File: src/rtl/uart_cmd_parser.sv
// ASCII drive-command line parser fed by uart_rx: <letter>[digits] CR/LF -> cmd_code/cmd_arg.
// Optional byte echo path enabled by defining CMD_PARSER_ECHO_EN.
module uart_cmd_parser #(
    parameter int unsigned CLK_HZ         = 50_000_000,
    parameter int unsigned TIMEOUT_CYCLES = CLK_HZ / 10,
    parameter int unsigned MAX_DIGITS     = 3,
    parameter logic [7:0]  DEFAULT_ARG    = 8'd128
) (
    input  logic       clk,
    input  logic       rst_n,
    input  logic       rx_valid,
    input  logic [7:0] rx_data,
    input  logic       rx_err,
    output logic       cmd_valid,
    output logic [2:0] cmd_code,
    output logic [7:0] cmd_arg,
    output logic       cmd_err
`ifdef CMD_PARSER_ECHO_EN
    ,
    output logic       echo_valid,
    output logic [7:0] echo_data,
    input  logic       echo_accept,
    output logic       echo_ovf
`endif
);

    localparam int unsigned TMO_W = (TIMEOUT_CYCLES > 2) ? $clog2(TIMEOUT_CYCLES) : 1;
    localparam int unsigned CNT_W = (MAX_DIGITS > 0) ? $clog2(MAX_DIGITS + 1) : 1;
    localparam logic [TMO_W-1:0] TMO_LAST = TMO_W'(TIMEOUT_CYCLES - 1);
    localparam logic [CNT_W-1:0] MAX_CNT  = CNT_W'(MAX_DIGITS);

    typedef enum logic [1:0] {
        IDLE    = 2'd0,
        ARG     = 2'd1,
        DISCARD = 2'd2
    } state_t;

    state_t           state_reg, state_next;
    logic [2:0]       code_reg, code_next;
    logic [7:0]       acc_reg, acc_next;
    logic [CNT_W-1:0] cnt_reg, cnt_next;
    logic [TMO_W-1:0] tmo_reg, tmo_next;
    logic             cmd_valid_reg, cmd_valid_next;
    logic             cmd_err_reg, cmd_err_next;
    logic [2:0]       cmd_code_reg, cmd_code_next;
    logic [7:0]       cmd_arg_reg, cmd_arg_next;

    // Byte classification
    logic       is_letter;
    logic [2:0] letter_code;
    logic       is_digit;
    logic       is_term;
    logic [11:0] acc_mult;

    always_comb begin
        is_letter   = 1'b0;
        letter_code = 3'd0;
        case (rx_data)
            8'h46, 8'h66: begin is_letter = 1'b1; letter_code = 3'd1; end
            8'h42, 8'h62: begin is_letter = 1'b1; letter_code = 3'd2; end
            8'h4C, 8'h6C: begin is_letter = 1'b1; letter_code = 3'd3; end
            8'h52, 8'h72: begin is_letter = 1'b1; letter_code = 3'd4; end
            8'h53, 8'h73: begin is_letter = 1'b1; letter_code = 3'd5; end
            default: ;
        endcase
    end

    assign is_digit = (rx_data >= 8'h30) && (rx_data <= 8'h39);
    assign is_term  = (rx_data == 8'h0D) || (rx_data == 8'h0A);
    // Wide enough that acc*10+9 cannot wrap for any stored acc <= 255
    assign acc_mult = ({4'd0, acc_reg} * 12'd10) + {8'd0, rx_data[3:0]};

    always_comb begin
        state_next     = state_reg;
        code_next      = code_reg;
        acc_next       = acc_reg;
        cnt_next       = cnt_reg;
        tmo_next       = tmo_reg;
        cmd_valid_next = 1'b0;
        cmd_err_next   = 1'b0;
        cmd_code_next  = cmd_code_reg;
        cmd_arg_next   = cmd_arg_reg;

        if (state_reg == IDLE || rx_valid) begin
            tmo_next = '0;
        end else begin
            tmo_next = tmo_reg + 1'b1;
        end

        if (!rx_valid && state_reg != IDLE && tmo_reg == TMO_LAST) begin
            // Line stalled mid-way: abort it, report once
            state_next   = IDLE;
            cmd_err_next = 1'b1;
            tmo_next     = '0;
        end else if (rx_err) begin
            state_next = DISCARD;
        end else if (rx_valid) begin
            case (state_reg)
                IDLE: begin
                    if (is_letter) begin
                        code_next  = letter_code;
                        acc_next   = '0;
                        cnt_next   = '0;
                        state_next = ARG;
                    end else if (!is_term) begin
                        state_next = DISCARD;
                    end
                end
                ARG: begin
                    if (is_digit) begin
                        if (cnt_reg == MAX_CNT || acc_mult > 12'd255) begin
                            state_next = DISCARD;
                        end else begin
                            acc_next = acc_mult[7:0];
                            cnt_next = cnt_reg + 1'b1;
                        end
                    end else if (is_term) begin
                        state_next     = IDLE;
                        cmd_valid_next = 1'b1;
                        cmd_code_next  = code_reg;
                        cmd_arg_next   = (cnt_reg != '0) ? acc_reg : DEFAULT_ARG;
                    end else begin
                        state_next = DISCARD;
                    end
                end
                DISCARD: begin
                    if (is_term) begin
                        state_next   = IDLE;
                        cmd_err_next = 1'b1;
                    end
                end
                default: state_next = IDLE;
            endcase
        end
    end

    always_ff @(posedge clk or negedge rst_n) begin
        if (!rst_n) begin
            state_reg     <= IDLE;
            code_reg      <= 3'd0;
            acc_reg       <= 8'd0;
            cnt_reg       <= '0;
            tmo_reg       <= '0;
            cmd_valid_reg <= 1'b0;
            cmd_err_reg   <= 1'b0;
            cmd_code_reg  <= 3'd0;
            cmd_arg_reg   <= 8'd0;
        end else begin
            state_reg     <= state_next;
            code_reg      <= code_next;
            acc_reg       <= acc_next;
            cnt_reg       <= cnt_next;
            tmo_reg       <= tmo_next;
            cmd_valid_reg <= cmd_valid_next;
            cmd_err_reg   <= cmd_err_next;
            cmd_code_reg  <= cmd_code_next;
            cmd_arg_reg   <= cmd_arg_next;
        end
    end

    assign cmd_valid = cmd_valid_reg;
    assign cmd_err   = cmd_err_reg;
    assign cmd_code  = cmd_code_reg;
    assign cmd_arg   = cmd_arg_reg;

`ifdef CMD_PARSER_ECHO_EN
    logic       echo_valid_reg;
    logic [7:0] echo_data_reg;
    logic       echo_ovf_reg;

    // One-entry echo buffer; a byte arriving into a full, unaccepted buffer is lost
    always_ff @(posedge clk or negedge rst_n) begin
        if (!rst_n) begin
            echo_valid_reg <= 1'b0;
            echo_data_reg  <= 8'd0;
            echo_ovf_reg   <= 1'b0;
        end else begin
            if (rx_valid) begin
                if (!echo_valid_reg || echo_accept) begin
                    echo_valid_reg <= 1'b1;
                    echo_data_reg  <= rx_data;
                end else begin
                    echo_ovf_reg <= 1'b1;
                end
            end else if (echo_valid_reg && echo_accept) begin
                echo_valid_reg <= 1'b0;
            end
        end
    end

    assign echo_valid = echo_valid_reg;
    assign echo_data  = echo_data_reg;
    assign echo_ovf   = echo_ovf_reg;
`endif

endmodule

File: config.mk
export PLATFORM = sky130hd
export DESIGN_NAME = uart_cmd_parser
export DESIGN_NICKNAME = d
export VERILOG_FILES = /design/src/rtl/uart_cmd_parser.sv
export SDC_FILE = /design/constraint.sdc
export NUM_CORES = 1
export LEC_CHECK = 0
export ABC_AREA = 1
export CORE_UTILIZATION = 51
export CTS_BUF_LIST = sky130_fd_sc_hd__clkbuf_2 sky130_fd_sc_hd__clkbuf_4 sky130_fd_sc_hd__clkbuf_8
export DETAILED_ROUTE_END_ITERATION = 10
export PLACE_DENSITY = 0.76
export SLEW_MARGIN = 20
export SYNTH_ARGS = -nofsm -noshare
export SYNTH_HDL_FRONTEND = slang
export SYNTH_SLANG_ARGS = --single-unit
File: constraint.sdc
create_clock -name clk -period 7.3 [get_ports clk]
set_clock_uncertainty 0.05 [all_clocks]
set_input_delay 1.46 -clock clk [delete_from_list [all_inputs] [get_ports clk]]
set_output_delay 1.46 -clock clk [all_outputs]
set_load 0.05 [all_outputs]
==> run metrics <==
post-synthesis sequential area ratio=38.3%; share of layout cells above drive strength 1=13.2%; status=finished, final reports clean; Post-synth EDFFs=0; min-delay worst type=reg2reg; Core Util, Final=59.5%; setup violators final=0; Die Area=6870 um^2; P&R area growth vs syn=12.7%; period utilization=50.5%; CP Capture Type=flip-flop; Design Area, Final=3760 um^2; post-synth top area share=38.3%; Num CTS Buffers=5; Clock Power Share=38.4%; Int Pwr=415 uW; FF+latch count, synth=51; CTS resizes=0; RD Place Congestion=0.857; Initial Utilization=52.8%; commonest non-fill, non-tap cell in the layout=nand2_1; Skew-Pair Late Insertion Delay=0.31 ns; Max VDD drop=0.0803 mV; power consumption=549 uW; synthesis warning total=0; placed insts=530; CTS sink count=51; drt wl/cell=13.0 um; vias in the first global route=2747; min cycle time layout=3.68 ns; pwr dens=146 nW/um^2; count of hold buffers inserted by post-cts repair=0; DR vias=2849; final max-slew violation count=0; Post-DP Area=3640 um^2; Post-Layout Cell Count=538; max FFs per register=23; Yosys cell types=39; asr flop ratio synth=100%; Switching Share=24.5%; quantity of I/O buffers inserted on ports=24; DRT Pass-1 Iters=4; total core area=6310 um^2; detailed-route DRC error count=0; post-route ant nets=0; Pleak=1.75 nW; synth top area cells=dfrtp_1 38%, nand2_1 11%, ha_1 6.8%; Final HPWL DP=5320 um; Avg Cell Area, Syn=7.70 um^2; final net count=492; largest net degree at the start of global routing=52; vias per cell=5.30; Main synth FF type=dfrtp_1; CP required=7.44 ns; ANT cells=0; width of the die=82.9 um; GRT overflow=0; gate count of the mapped netlist=433; first-pass GRT wire length=12200 um; pre-CTS WS=3.33 ns; Final Hold Fails=0; Min Hold Slack=0.435 ns; Sw Pwr=134 uW; multi-input logic area=1770 um^2; Seq pwr share=52.7%; CTS clock-pin slew for the worst setup and hold paths=0.10 ns; crit path kind=in2reg; share of total power in combinational logic=9.0%; CTS tree=yes; row count=29; setup TNS=0 ns; cell taking the most area after synthesis=dfrtp_1; Layout fillers=612; RSZ-0062 raised after global routing=false; DRT Wirelength=6990 um; Slew @ Worst Pin=0.937 ns; commonest cells after routing, fill and taps aside=101 x nand2_1, 59 x inv_1, 51 x dfrtp_1, 37 x nor2_1, 24 x nand3_1; CTS root buf=clkbuf_8; Cell Area, Synth=3340 um^2; Critical Path Source Type=primary input; antenna violations before repair=0; total global-route track usage=21.5%; Arr. time, crit path=3.83 ns; Syn Nets=465; IO Pins=25; worst setup margin=3.62 ns; Crit Path Max Fanout=20; initial drt markers=148; fmax=0.271 GHz; max-cap viol count=0; H-tree Lvls=2; Rel. slew slack=37.3%; die height=82.9 um; Reg area=1280 um^2; Post-CTS Setup Bufs=0; clk buf depth=2
worst max-delay path, stage by stage:
cell             delay, ns
clkdlybuf4s50_1       0.50
ha_1                  0.27
fa_1                  0.40
a21oi_1               0.28
o21ai_0               0.12
nand3_1               0.09
nand2_1               0.06
nand2_1               0.07
nand2_2               0.31
nand2_2               0.18
o21ai_2               0.07
synthesized netlist by cell type, types with 2 or more instances:
cell	n
a211oi_1	2
a21oi_1	17
and3_1	2
buf_2	3
buf_6	2
dfrtp_1	51
fa_1	2
ha_1	18
inv_1	59
inv_2	8
nand2_1	101
nand2_2	15
nand3_1	24
nand3_2	2
nand3b_1	3
nand4_1	12
nor2_1	37
nor2_2	4
nor2_4	2
nor3_1	5
nor3_4	2
nor4_1	9
o21ai_0	9
o21ai_1	15
o21ai_2	11
or2_2	2
xnor2_1	2
xor2_1	3
cell families (layout without fill, tap and decap cells):
kind of cell	count (synthesis)	in the layout	share of synthesized area [%]
AOI/OAI and AO/OA	58	58	10.4
xor gates and xnor gates	5	5	1.31
adders and majority gates	20	20	7.95
buffers and inverters	72	100	8.66
DFF	51	51	38.3
and+or+nand+nor	227	227	33.5
power by group through the flow:
stage | clock network (mW) | registers (mW) | logic, mW
after floorplan | 0 | 0.294 | 0.0313
after global placement | 0 | 0.295 | 0.0487
after detailed placement | 0 | 0.295 | 0.0499
after CTS | 0.214 | 0.289 | 0.0501
after global routing | 0.224 | 0.290 | 0.0562
final | 0.211 | 0.289 | 0.0493
metal layers:
layer,vias to the layer above,global-route usage (%),wire length [um]
met5,-,0,0
met4,0,6.74,91
met3,9,3.08,258
met2,68,38.3,3430
met1,1308,26.9,3210
li1,1464,-,-
path summary, 6_finish.rpt:
path	slack, ns	cells past startpoint	start	endpoint
max	3.62	11	rx_data[1]	acc_reg[6]
min	0.43	2	code_reg[1]	code_reg[1]
max reg2reg	4.17	16	acc_reg[1]	acc_reg[6]
min reg2reg	0.43	2	code_reg[1]	code_reg[1]
max in group asynchronous	5.58	2	rst_n	tmo_reg[4]
min in group asynchronous	1.20	2	rst_n	cmd_arg[6]
final cells by class:
class                      instances  area share [%]
clock buffer                       6            2.20
clock inverter                     2            1.03
inverter                          67            6.69
multi-input combinational        310            47.1
sequential                        51            34.0
tap                               77            2.56
timing repair buffer              25            6.46
Note: power is estimated with default switching activity, not from simulation.
